--- src/rtl/multicycle_control_if.sv ---
// Control bundle between the multicycle controller and the shared datapath.
// The controller side uses modport master; the datapath or test side uses modport slave.
interface multicycle_control_if;
    logic [5:0] op;
    logic       mem_ready;
    logic       iord;
    logic       memread;
    logic       memwrite;
    logic       irwrite;
    logic       pcwrite;
    logic       branch;
    logic       bne;
    logic [1:0] pcsrc;
    logic [1:0] aluop;
    logic       alusrca;
    logic [1:0] alusrcb;
    logic       regdst;
    logic       memtoreg;
    logic       regwrite;
    logic       illegal;
    logic [3:0] state;

    modport master (
        input  op, mem_ready,
        output iord, memread, memwrite, irwrite, pcwrite, branch, bne, pcsrc, aluop,
               alusrca, alusrcb, regdst, memtoreg, regwrite, illegal, state
    );

    modport slave (
        output op, mem_ready,
        input  iord, memread, memwrite, irwrite, pcwrite, branch, bne, pcsrc, aluop,
               alusrca, alusrcb, regdst, memtoreg, regwrite, illegal, state
    );
endinterface

--- src/rtl/multicycle_control.sv ---
// Moore FSM sequencing MIPS instructions over 3-5 cycles on a shared datapath.
// Define MC_BNE_EN to decode op 6'b000101 into the BNE state.
module multicycle_control #(
    parameter logic [5:0] OP_LW   = 6'b100011,
    parameter logic [5:0] OP_SW   = 6'b101011,
    parameter logic [5:0] OP_R    = 6'b000000,
    parameter logic [5:0] OP_BEQ  = 6'b000100,
    parameter logic [5:0] OP_ADDI = 6'b001000,
    parameter logic [5:0] OP_J    = 6'b000010
) (
    input logic                   clk,
    input logic                   rst_n,
    multicycle_control_if.master  bus
);

`ifdef MC_BNE_EN
    localparam logic [5:0] OP_BNE = 6'b000101;
`endif

    typedef enum logic [3:0] {
        StFetch  = 4'd0,
        StDecode = 4'd1,
        StMemAdr = 4'd2,
        StMemRd  = 4'd3,
        StMemWb  = 4'd4,
        StMemWr  = 4'd5,
        StExec   = 4'd6,
        StAluWb  = 4'd7,
        StBeq    = 4'd8,
        StAddiEx = 4'd9,
        StAddiWb = 4'd10,
        StJump   = 4'd11,
        StBne    = 4'd12
    } state_e;

    state_e state_q, state_d;

    always_ff @(posedge clk or negedge rst_n) begin
        if (!rst_n) state_q <= StFetch;
        else        state_q <= state_d;
    end

    always_comb begin
        state_d      = StFetch;
        bus.iord     = 1'b0;
        bus.memread  = 1'b0;
        bus.memwrite = 1'b0;
        bus.irwrite  = 1'b0;
        bus.pcwrite  = 1'b0;
        bus.branch   = 1'b0;
        bus.bne      = 1'b0;
        bus.pcsrc    = 2'b00;
        bus.aluop    = 2'b00;
        bus.alusrca  = 1'b0;
        bus.alusrcb  = 2'b00;
        bus.regdst   = 1'b0;
        bus.memtoreg = 1'b0;
        bus.regwrite = 1'b0;
        bus.illegal  = 1'b0;

        case (state_q)
            StFetch: begin
                bus.memread = 1'b1;
                bus.alusrcb = 2'b01;
                // IR load and PC+4 commit only once the fetch actually returns
                bus.irwrite = bus.mem_ready;
                bus.pcwrite = bus.mem_ready;
                state_d     = bus.mem_ready ? StDecode : StFetch;
            end
            StDecode: begin
                bus.alusrcb = 2'b11;
                case (bus.op)
                    OP_LW, OP_SW: state_d = StMemAdr;
                    OP_R:         state_d = StExec;
                    OP_BEQ:       state_d = StBeq;
                    OP_ADDI:      state_d = StAddiEx;
                    OP_J:         state_d = StJump;
`ifdef MC_BNE_EN
                    OP_BNE:       state_d = StBne;
`endif
                    default: begin
                        bus.illegal = 1'b1;
                        state_d     = StFetch;
                    end
                endcase
            end
            StMemAdr: begin
                bus.alusrca = 1'b1;
                bus.alusrcb = 2'b10;
                state_d     = (bus.op == OP_SW) ? StMemWr : StMemRd;
            end
            StMemRd: begin
                bus.memread = 1'b1;
                bus.iord    = 1'b1;
                state_d     = bus.mem_ready ? StMemWb : StMemRd;
            end
            StMemWb: begin
                bus.regwrite = 1'b1;
                bus.memtoreg = 1'b1;
            end
            StMemWr: begin
                bus.memwrite = 1'b1;
                bus.iord     = 1'b1;
                state_d      = bus.mem_ready ? StFetch : StMemWr;
            end
            StExec: begin
                bus.alusrca = 1'b1;
                bus.aluop   = 2'b10;
                state_d     = StAluWb;
            end
            StAluWb: begin
                bus.regwrite = 1'b1;
                bus.regdst   = 1'b1;
            end
            StBeq: begin
                bus.alusrca = 1'b1;
                bus.aluop   = 2'b01;
                bus.pcsrc   = 2'b01;
                bus.branch  = 1'b1;
            end
            StAddiEx: begin
                bus.alusrca = 1'b1;
                bus.alusrcb = 2'b10;
                bus.aluop   = 2'b11;
                state_d     = StAddiWb;
            end
            StAddiWb: begin
                bus.regwrite = 1'b1;
            end
            StJump: begin
                bus.pcwrite = 1'b1;
                bus.pcsrc   = 2'b10;
            end
`ifdef MC_BNE_EN
            StBne: begin
                bus.alusrca = 1'b1;
                bus.aluop   = 2'b01;
                bus.pcsrc   = 2'b01;
                bus.bne     = 1'b1;
            end
`endif
            // Unused codes fall back to fetch
            default: state_d = StFetch;
        endcase
    end

    assign bus.state = state_q;

endmodule

--- src/flat_wrapper.sv ---
// flat-port wrapper written by rule: the top's interface ports become plain ports
module multicycle_control_flat 
#(
    parameter logic [5:0] OP_LW   = 6'b100011,
    parameter logic [5:0] OP_SW   = 6'b101011,
    parameter logic [5:0] OP_R    = 6'b000000,
    parameter logic [5:0] OP_BEQ  = 6'b000100,
    parameter logic [5:0] OP_ADDI = 6'b001000,
    parameter logic [5:0] OP_J    = 6'b000010
)
  (clk, rst_n, bus_op, bus_mem_ready, bus_iord, bus_memread, bus_memwrite, bus_irwrite, bus_pcwrite, bus_branch, bus_bne, bus_pcsrc, bus_aluop, bus_alusrca, bus_alusrcb, bus_regdst, bus_memtoreg, bus_regwrite, bus_illegal, bus_state);
  multicycle_control_if bus_i ();
  input logic clk;
  input logic rst_n;
  input wire logic [$bits(bus_i.op)-1:0] bus_op;
  input wire logic [$bits(bus_i.mem_ready)-1:0] bus_mem_ready;
  output wire logic [$bits(bus_i.iord)-1:0] bus_iord;
  output wire logic [$bits(bus_i.memread)-1:0] bus_memread;
  output wire logic [$bits(bus_i.memwrite)-1:0] bus_memwrite;
  output wire logic [$bits(bus_i.irwrite)-1:0] bus_irwrite;
  output wire logic [$bits(bus_i.pcwrite)-1:0] bus_pcwrite;
  output wire logic [$bits(bus_i.branch)-1:0] bus_branch;
  output wire logic [$bits(bus_i.bne)-1:0] bus_bne;
  output wire logic [$bits(bus_i.pcsrc)-1:0] bus_pcsrc;
  output wire logic [$bits(bus_i.aluop)-1:0] bus_aluop;
  output wire logic [$bits(bus_i.alusrca)-1:0] bus_alusrca;
  output wire logic [$bits(bus_i.alusrcb)-1:0] bus_alusrcb;
  output wire logic [$bits(bus_i.regdst)-1:0] bus_regdst;
  output wire logic [$bits(bus_i.memtoreg)-1:0] bus_memtoreg;
  output wire logic [$bits(bus_i.regwrite)-1:0] bus_regwrite;
  output wire logic [$bits(bus_i.illegal)-1:0] bus_illegal;
  output wire logic [$bits(bus_i.state)-1:0] bus_state;
  assign bus_i.op = bus_op;
  assign bus_i.mem_ready = bus_mem_ready;
  assign bus_iord = bus_i.iord;
  assign bus_memread = bus_i.memread;
  assign bus_memwrite = bus_i.memwrite;
  assign bus_irwrite = bus_i.irwrite;
  assign bus_pcwrite = bus_i.pcwrite;
  assign bus_branch = bus_i.branch;
  assign bus_bne = bus_i.bne;
  assign bus_pcsrc = bus_i.pcsrc;
  assign bus_aluop = bus_i.aluop;
  assign bus_alusrca = bus_i.alusrca;
  assign bus_alusrcb = bus_i.alusrcb;
  assign bus_regdst = bus_i.regdst;
  assign bus_memtoreg = bus_i.memtoreg;
  assign bus_regwrite = bus_i.regwrite;
  assign bus_illegal = bus_i.illegal;
  assign bus_state = bus_i.state;
  multicycle_control #(.OP_LW(OP_LW), .OP_SW(OP_SW), .OP_R(OP_R), .OP_BEQ(OP_BEQ), .OP_ADDI(OP_ADDI), .OP_J(OP_J)) u_core (.clk(clk), .rst_n(rst_n), .bus(bus_i));
endmodule
--- config.mk ---
export PLATFORM = sky130hd
export DESIGN_NAME = multicycle_control_flat
export DESIGN_NICKNAME = d
export VERILOG_FILES = /design/src/rtl/multicycle_control_if.sv /design/src/rtl/multicycle_control.sv /design/src/flat_wrapper.sv
export SDC_FILE = /design/constraint.sdc
export NUM_CORES = 1
export LEC_CHECK = 0
export CAP_MARGIN = 20
export CELL_PAD_IN_SITES_DETAIL_PLACEMENT = 2
export CELL_PAD_IN_SITES_GLOBAL_PLACEMENT = 2
export CORE_ASPECT_RATIO = 0.9
export CORE_UTILIZATION = 27
export CTS_BUF_LIST = sky130_fd_sc_hd__clkbuf_8 sky130_fd_sc_hd__clkbuf_16
export DETAILED_ROUTE_END_ITERATION = 10
export DONT_BUFFER_PORTS = 1
export PLACE_DENSITY_LB_ADDON = 0.05
export RECOVER_POWER = 25
export SYNTH_ARGS = -nofsm -noshare
export SYNTH_HDL_FRONTEND = slang
export SYNTH_SLANG_ARGS = --single-unit
--- constraint.sdc ---
create_clock -name clk -period 1.4 [get_ports clk]
set_input_delay 0.14 -clock clk [delete_from_list [all_inputs] [get_ports clk]]
set_output_delay 0.14 -clock clk [all_outputs]
set_load 0.02 [all_outputs]
Word level (Yosys, flattened, before mapping)

Cells that the tools add are included.

Reduce and logical (&&, ||, !) cells: 9
Equality and inequality tests: 16
Multiplexer cells: 21

Operators with widths:

| kind                                           | count |
|---|---|
| case mux 4 bit (7 select lines)                | 1 |
| case mux 4 bit (5 select lines)                | 1 |
| == test 4 x 3 -> 1 bit (second input constant) | 4 |
| == test 4 bit (second input constant)          | 4 |
| == test 6 bit (second input constant)          | 2 |
| two-way mux 1 bit                              | 12 |
| case mux 2 bit (3 select lines)                | 2 |
| two-way mux 3 bit                              | 3 |
| == test 4 x 2 -> 1 bit (second input constant) | 2 |
| OR reduction 2 bit                             | 4 |
| == test 6 x 2 -> 1 bit (second input constant) | 1 |
| == test 6 x 3 -> 1 bit (second input constant) | 1 |
| == test 6 x 4 -> 1 bit (second input constant) | 1 |
| zero test 6 bit                                | 1 |
| OR reduction 6 bit                             | 1 |
| == test 4 x 1 -> 1 bit (second input constant) | 1 |
| zero test 4 bit                                | 1 |
| case mux 2 bit (2 select lines)                | 1 |
| OR reduction 4 bit                             | 1 |
| OR reduction 3 bit                             | 1 |
| case mux 1 bit (2 select lines)                | 1 |

Input bits: 9
Logic and storage cells: 47
Flip-flop bits (word level): 4
Output and inout bits: 22

Depth between registers and ports, before layout

Gate-level depths: netlist (run 1).

Word-level depth: 4
Mapped depth: 5
Depth with buffers taken out: 3

Least setup slack after synthesis (run 1)

Ideal clock, no wire load.

Path type: reg2out
From: reg u_core.state_q[1] (netlist: u_core.bus.state[1])
To: out bus_pcsrc[0]
Buffers on the path: 3
Arrival: 1.551 ns
Data required time: 1.260 ns
Cell stages (with the launch flop): 5
Path slack: -0.291 ns
Path through: dfrtp_1 > buf_6 > buf_6 > nor3_1 > buf_4

Longest elaborated chain between the ends: 2
Elaborated cells between the ends (all ways): 3
Classes of those cells: eq/ne (2); mux (1)

RTL lines:

| element                             | line                     | RTL |
|---|---|---|
| start: declaration                  | multicycle_control.sv:36 | `state_e state_q, state_d;` |
| start signal: assignment            | multicycle_control.sv:39 | `if (!rst_n) state_q <= StFetch;` |
| start signal: assignment            | multicycle_control.sv:40 | `else state_q <= state_d;` |
| == test 4 bit                       | multicycle_control.sv:61 | `case (state_q)` |
| case mux 2 bit (2 select lines) (*) | multicycle_control.sv:61 |  |
| end: declaration                    | flat_wrapper.sv:24       | `output wire logic [$bits(bus_i.pcsrc)-1:0] bus_pcsrc;` |

Mark *: on every way between the ends. The rest lies on a longest branch, timed or not.

Final worst setup path (run 1)

From: reg u_core.state_q[3] (netlist: u_core.bus.state[3])
To: out bus_irwrite

Longest elaborated chain between the ends: 2

RTL lines:

| element           | line                     | RTL |
|---|---|---|
| zero test 4 bit   | multicycle_control.sv:61 |  |
| two-way mux 1 bit | multicycle_control.sv:61 |  |
| end: declaration  | flat_wrapper.sv:20       | `output wire logic [$bits(bus_i.irwrite)-1:0] bus_irwrite;` |

No other way between the ends.

==> results of run 1 <==
==> per-layer routing <==
metal  up-vias  global-route usage, %  wire [µm]
li1        342                      -          -
met1       379                   34.2       1460
met2        32                   47.1       1720
met3         8                   3.37        130
met4         0                   6.86         86
met5         -                      0          0
==> critical path: stages (launching register included) <==
cell and delay, ps:
dfrtp_2 470, nor2_2 240, buf_4 170, and3_2 250
==> cell families after synthesis <==
kind of cell	Yosys count	share of synthesized area, %
simple gates	42	44.2
compound gates	16	21.3
buf+inv	7	8.92
flops	4	18.3
xor+xnor	3	4.81
mux	1	1.83
other cells	1	0.686
==> power by group through the flow <==
stage	Combinational, W	Clock, W	Sequential (W)
6_report	0.00148	0.000270	0.000214
5_1_grt	0.00152	0.000287	0.000218
4_1_cts	0.00127	0.000266	0.000211
3_5_place_dp	0.000869	0	0.000198
3_3_place_gp	0.000854	0	0.000197
2_1_floorplan	0.000571	0	0.000224
==> area by class of cell <==
| class | instances | area [µm²] |
|---|---|---|
| multi-input combinational | 63 | 529 |
| timing repair buffer | 36 | 340 |
| fill | 207 | 860 |
| clock inverter | 1 | 3.75 |
| inverter | 1 | 3.75 |
| sequential | 4 | 105 |
| tap | 25 | 31.3 |
| clock buffer | 3 | 41.3 |
==> cell usage in the layout (no fill, tap or decap), types with 2 or more instances in the layout <==
master	Yosys	layout
nor2_1	9	5
o21ai_0	5	3
nor2_2	0	3
and3_4	0	2
and3_1	5	2
nor2b_4	0	2
and3_2	1	2
nor3_1	5	2
dfrtp_2	0	4
nand2b_4	0	4
inv_1	1	2
xor2_1	2	2
clkbuf_8	0	3
o2111ai_1	2	2
buf_4	2	25
nand2_1	5	4
o211ai_1	2	2
nor3_4	0	2
buf_6	2	8
==> per-stage QoR <==
stage / std cells / power, W / instance area, µm²
5_1_grt: 133 / 0.00203 / 1050
6_report: 133 / 0.00196 / 1050
3_3_place_gp: 116 / 0.00105 / 722
3_5_place_dp: 116 / 0.00107 / 722
4_1_cts: 131 / 0.00175 / 995
2_1_floorplan: 74 / 0.000795 / 564
==> path summary, 6_finish.rpt <==
kind / from / to / cells after the start
worst min-delay path: bus_mem_ready / u_core.bus.state[0]$_DFF_PN0_ / 2
worst min register to register: u_core.bus.state[1]$_DFF_PN0_ / u_core.bus.state[3]$_DFF_PN0_ / 3
min in group asynchronous: rst_n / u_core.bus.state[0]$_DFF_PN0_ / 1
max in group asynchronous: rst_n / u_core.bus.state[2]$_DFF_PN0_ / 1
worst max register to register: u_core.bus.state[2]$_DFF_PN0_ / u_core.bus.state[0]$_DFF_PN0_ / 3
worst max-delay path: u_core.bus.state[3]$_DFF_PN0_ / bus_irwrite / 3
==> timing repair <==
action / 4_1_cts / 5_1_grt
endpoints found under the setup margin: 11 / 17
hold buffers: 1 / 0
resized for setup: 33 / 12
pin swaps: 4 / 6
cloned: 1 / 0
buffers inserted: 9 / 2
hold endpoints to repair: 4 / 0
==> flow_summary.ini, run 1 <==
[route]
totalWireLength_um = 3400
drt_iter0_drc = 12
vias = 761
via_per_inst = 5.72
drc = 0
avgRoutedWirePerCell_um = 25.6
route.antenna.remaining_nets = 0
dr.pass1.iters = 4

[floorplan]
core_mm2 = 0.00191
initial_core_util_pct = 28.6
rows = 15
die_w_um = 49.4
die_h_um = 44.7
io_pins = 31
dieArea_mm2 = 0.00221

[worst_setup_path]
cp_max_fo = 6
crit_type = flip-flop to output pin
arrival_ps = 1360
start_kind = flip-flop
r2r_slack_ps = -100
worstSetupEndpointType = output pin
critPathRequiredTime_ps = 1260

[power_and_ir_drop]
p_clk_share_pct = 13.8
switching_share_pct = 46.4
p_leak_nw = 0.450
power.internal_w = 0.00105
p_seq_share_pct = 10.9
switchingPower_w = 0.000909
p_per_area_mw_per_mm2 = 1860
max-vdd-ir-drop_v = 0.00103
p_comb_share_pct = 75.3

[grt]
grt_max_degree = 11
grt_pass1_wl_um = 4250
track_usage_pct = 26.4
grt_pass1_vias = 776
grt-ovfl-total = 0
grt_antenna_before_repair = 0

[cells_and_area]
areaGrowthSynthToFinish_pct = 92.9
drive_above_1_share_pct = 62.0
diodes = 0
largest_reg_flops = 4
nNetsFinal = 118
post-route-util_pct = 55.1

[sta]
max_freq_mhz = 665
relSlewSlack_pct = 67.1
layout_min_cycle_time_ps = 1500
whs_ps = 176
worstMarginPinSlew_ps = 489
rsz0062_at_grt = true
final.setup.worst_slack_ps = -104
hold_violations = 0
period_share_pct = 107
slew_violations = 0
finClkSkew_ps = 0.918
tns_ps = -708
setup-violations-final = 10

[outcome]
status = finished with violations
violations = setup timing

[place]
routabilityCongestion = 0.748
dp_hpwl_um = 1530
port-buffer-count = 0
pre_cts_ws_ps = -53.6

[logic_synthesis]
synth_top_area_share_pct = 18.3
ys_types = 32
avgSynthCellArea_um2 = 7.39
yosysMostFrequentCell = nor2_1
synth_warnings = 0
synth_edf_count = 0
syn_area_um2 = 547
synth.largest_area_cell = dfrtp_1
synth.net_count = 83
ys_ff_latch = 4
synth_cells = 74
synthFlopType = dfrtp_1
async_flop_share_pct = 100
synth_seq_area_share_pct = 18.3
synth_area_leaders = dfrtp_1 (18%), nor2_1 (6.2%), and3_1 (5.7%)

[min_path]
hp-class = input pin to flip-flop

[job]
maxCapViolations = 0

[clock_tree]
htree_levels = 1
clock_latency_ps = 230
cts_buffers = 3
clock-root-buffer = clkbuf_8
cts_tree = done
cts_sinks = 4
cts_max_path_buffers = 2
path_clk_slew_ps = 40
(Power assumes the default switching activity.)
==> run 2: changes to the inputs <==
CORE_UTILIZATION = 32   (was 27)
clock period = 1.9 ns   (was 1.4 ns; I/O delays follow)
==> flow_summary.ini, run 2 (same netlist as run 1, synthesis figures left out) <==
[worst_setup_path]
critPathCapture = bus_alusrcb[1]
arrival_ps = 1550
r2r-start = u_core.bus.state[2]$_DFF_PN0_
critPathRequiredTime_ps = 1710
worstSetupEndpointType = output pin
start_kind = flip-flop
crit_type = flip-flop to output pin
ff2ff_path_depth = 3
setup.worst_path.start = u_core.bus.state[1]$_DFF_PN0_
r2r_slack_ps = 250
r2r-end = u_core.bus.state[2]$_DFF_PN0_
cp_max_fo = 14

[min_path]
worstHoldStart = bus_mem_ready
hp-class = input pin to flip-flop

[sta]
finClkSkew_ps = 1.45
hold_violations = 0
slew_violations = 0
layout_min_cycle_time_ps = 1740
rsz0062_at_grt = false
period_share_pct = 91.8
tns_ps = 0
max_freq_mhz = 573
setup-violations-final = 0

[cells_and_area]
regArea_um2 = 100
final_area_um2 = 666
mostFrequentLayoutCell = buf_4
fillers = 185
nNetsFinal = 95
areaGrowthSynthToFinish_pct = 21.7
largest_reg_flops = 4
final_cell_mix = buf_4 (10), nor2_1 (9)
multi_input_comb_area_um2 = 400
drive_above_1_share_pct = 20.2
diodes = 0
post-route-util_pct = 44.0

[job]
maxCapViolations = 0

[clock_tree]
clock-root-buffer = clkbuf_8
clock_latency_ps = 220
postCtsSetupBuffers = 0
cts_buffers = 3
cts_sinks = 4
cts_tree = done
cts_max_path_buffers = 2
path_clk_slew_ps = 30
htree_levels = 1

[route]
avgRoutedWirePerCell_um = 19.3
drc = 0
route.antenna.remaining_nets = 0
vias = 607
met1_length_um = 917
wl_met3_um = 58
totalWireLength_um = 2040
dr.pass1.iters = 3
drt_iter0_drc = 8
route.met2.wl_um = 1020
via_per_inst = 5.73
dr.max_layer_used = met4

[grt]
grt_antenna_before_repair = 0
grt_pass1_wl_um = 2900
grt_max_degree = 15
grt-ovfl-total = 0
grt_pass1_vias = 588
track_usage_pct = 23.9

[outcome]
status = complete, no violations

[floorplan]
core_mm2 = 0.00151
initial_core_util_pct = 36.1
die_h_um = 41.2
io_pins = 31
die_w_um = 45.6
rows = 13
dieArea_mm2 = 0.00188

[power_and_ir_drop]
max-vdd-ir-drop_v = 0.000424
p_per_area_mw_per_mm2 = 1370
power_w = 0.000909
p_leak_nw = 0.279

[place]
placed_cell_area_um2 = 619
port-buffer-count = 0
routabilityCongestion = 0.735
dp_hpwl_um = 1390
run 2: cell count changes in the layout (fill, tap and decap cells not counted), moves of 3 or more:
cell and change:
and3_1 +3, buf_4 -15, buf_6 -8, dfrtp_1 +4, dfrtp_2 -4, nand2b_1 +4
nand2b_4 -4, nor2_1 +4, nor2_2 -3, nor3_1 +3
run 2: worst min-delay path by stage:
| stage | end | slack, ps | depth (start not counted) |
|---|---|---|---|
| global placement | u_core.bus.state[1]$_DFF_PN0_ | -110 | 0 |
| detailed placement | u_core.bus.state[1]$_DFF_PN0_ | -110 | 0 |
| CTS | u_core.bus.state[0]$_DFF_PN0_ | 190 | 2 |
| finish | u_core.bus.state[0]$_DFF_PN0_ | 200 | 2 |
| global route | u_core.bus.state[0]$_DFF_PN0_ | 210 | 2 |
| floorplan | u_core.bus.state[0]$_DFF_PN0_ | -110 | 0 |
run 2: critical path, stage by stage (launching register included):
cell	delay [ps]
dfrtp_1	430
buf_4	240
nor2b_2	240
nand2_1	100
a21oi_1	160
buf_4	160
run 2: per-stage QoR:
stage | hold slack, ps | worst slack, ps | std cells
3_5_place_dp | -106 | 327 | 102
6_report | 198 | 156 | 106
2_1_floorplan | -106 | 159 | 74
3_3_place_gp | -106 | 382 | 102
4_1_cts | 194 | 114 | 106
5_1_grt | 213 | 56.5 | 106
run 2: final cells by class:
| type | count | share of cell area (%) |
|---|---|---|
| sequential | 4 | 15.0 |
| tap | 22 | 4.14 |
| clock buffer | 3 | 6.20 |
| inverter | 1 | 0.564 |
| multi-input combinational | 63 | 60.2 |
| timing repair buffer | 13 | 13.9 |
run 2: layer usage:
metal  vias to the layer above  track usage, %
met5                         -               0
met4                         0            15.9
li1                        292               -
met2                        18            42.9
met1                       293            26.9
met3                         4            3.08
run 2: power breakdown:
group          internal, W  switching [W]
combinational     0.000194       0.000373
sequential        0.000107      0.0000513
clock             0.000135      0.0000480
total             0.000437       0.000472
run 2: what timing repair did:
action	in CTS	in global routing
endpoints found under the hold margin	4	0
setup endpoints to repair	0	1
hold buffers	1	0
resized for setup	0	1
==> run 3: changes to the inputs <==
ABC_AREA = 1   (was not set)
CORE_ASPECT_RATIO = not set   (was 0.9)
CORE_UTILIZATION = 27   (was 32)
==> flow_summary.ini, run 3 <==
[outcome]
status = complete, no violations

[sta]
layout_min_cycle_time_ps = 1700
finClkSkew_ps = 1.39
slew_violations = 0
hold_violations = 0
rsz0062_at_grt = false
final.setup.worst_slack_ps = 204
period_share_pct = 89.3
max_freq_mhz = 590
setup-violations-final = 0
tns_ps = 0

[logic_synthesis]
yosysMostFrequentCell = nand2_1
syn_area_um2 = 487
synthFlopType = dfrtp_1
ys_types = 14
avgSynthCellArea_um2 = 5.07
synth_seq_area_share_pct = 20.6
synth_warnings = 0
synth_edf_count = 0
yosys-top-cells-count = nand2_1 (30), nor2_1 (22), inv_1 (15)
synth.net_count = 105
synth_top_area_share_pct = 23.1
synth.largest_area_cell = nand2_1
async_flop_share_pct = 100
synth_cells = 96
synth_area_leaders = nand2_1 (23%), dfrtp_1 (21%), nor2_1 (17%)
ys_ff_latch = 4

[min_path]
hp-class = input pin to asynchronous set/reset pin

[cells_and_area]
multi_input_comb_area_um2 = 314
areaGrowthSynthToFinish_pct = 23.4
diodes = 0
final_cell_mix = nand2_1 (30), nor2_1 (21), inv_1 (15)
regArea_um2 = 100
fillers = 207
mostFrequentLayoutCell = nand2_1
nNetsFinal = 115
final_cells = 128
drive_above_1_share_pct = 13.5
largest_reg_flops = 4

[clock_tree]
cts_sinks = 4
clock_latency_ps = 210
cts_max_path_buffers = 2
cts_buffers = 3
cts_tree = done
path_clk_slew_ps = 30
postCtsSetupBuffers = 0
clock-root-buffer = clkbuf_8
htree_levels = 1

[route]
wl_met3_um = 64
drt_iter0_drc = 9
via_per_inst = 4.90
totalWireLength_um = 1850
drc = 0
dr.pass1.iters = 4
dr.max_layer_used = met3
route.met2.wl_um = 885
route.antenna.remaining_nets = 0
met1_length_um = 903
avgRoutedWirePerCell_um = 14.5
vias = 627

[worst_setup_path]
r2r-start = u_core.bus.state[2]$_DFF_PN0_
slowest_stage = dfrtp_1
setup.worst_path.start = u_core.bus.state[3]$_DFF_PN0_
max_stage_delay_ps = 490
crit_type = flip-flop to output pin
critPathMostFrequentCell = inv_1
start_kind = flip-flop
ff2ff_path_depth = 6
r2r-end = u_core.bus.state[0]$_DFF_PN0_
arrival_ps = 1510
worstSetupEndpointType = output pin
path_cells = inv_1 > nor2_1 > inv_1 > nor3_1 > buf_4
r2r_slack_ps = 410
critPathRequiredTime_ps = 1710
cp_max_fo = 5

[grt]
grt_antenna_before_repair = 0
track_usage_pct = 21.4
grt_max_degree = 9
grt_pass1_wl_um = 3080
grt_pass1_vias = 675
grt-ovfl-total = 0

[place]
place_inst = 124
port-buffer-count = 0
routabilityCongestion = 0.822
dp_hpwl_um = 1490
pre_cts_ws_ps = 398

[floorplan]
die_w_um = 44.5
rows = 14
io_pins = 31
initial_core_util_pct = 30.5
core_mm2 = 0.00159
dieArea_mm2 = 0.00198
die_h_um = 44.5

[power_and_ir_drop]
p_leak_nw = 0.375
max-vdd-ir-drop_v = 0.000455
p_per_area_mw_per_mm2 = 1450

[job]
maxCapViolations = 0
-- run 3: per-layer routing --
metal	GRT usage (%)	up-vias
li1	-	306
met1	27.6	302
met2	36.2	19
met3	2.86	0
met4	7.27	0
met5	0	-
-- run 3: critical path: cells and delay by family (launching register included) --
kind          cells  cell delay (ps)
buf+inv           3              460
flops             1              490
simple gates      2              350
-- run 3: worst max-delay path by stage --
| stage | endpoint | slack, ps |
|---|---|---|
| CTS | bus_illegal | 120 |
| global route | bus_branch | 5 |
| detailed placement | bus_illegal | 400 |
| floorplan | bus_pcsrc[0] | 150 |
| finish | bus_pcsrc[0] | 200 |
| global placement | bus_branch | 430 |
-- run 3: cell families after synthesis --
| kind of cell | synth area share (%) |
|---|---|
| AO/OA/AOI/OAI | 6.43 |
| buffers and inverters | 15.4 |
| flip-flops | 20.6 |
| other | 0.770 |
| AND/OR/NAND/NOR | 56.8 |
-- run 3: power by group --
part	switching, W	internal (W)	leakage [nW]
Combinational	0.000396	0.000139	0.299
Sequential	0.0000533	0.000110	0.0538
Clock	0.0000392	0.000135	0.0216
Total	0.000489	0.000383	0.375
-- run 3: layout make-up --
cell class,count,area share [%]
flip-flops and latches,4,16.7
inverters,16,10.0
multi-input cells,74,52.3
clock buffers,3,6.87
well taps,24,5.00
repair buffers,7,9.17
-- run 3: what timing repair did --
action	4_1_cts	5_1_grt
hold endpoints to repair	4	0
endpoints found under the setup margin	0	1
resized for setup	0	1
hold buffers	1	0
-- run 3: through the flow --
step | total power, W | hold slack, ps | util [%] | cell area, µm²
after global placement | 0.000676 | -105 | 34.3 | 547
final | 0.000872 | 249 | 37.7 | 601
after CTS | 0.000878 | 234 | 37.5 | 598
after floorplan | 0.000547 | -106 | - | 487
after global routing | 0.000941 | 248 | 37.7 | 601
after detailed placement | 0.000693 | -105 | 34.3 | 547
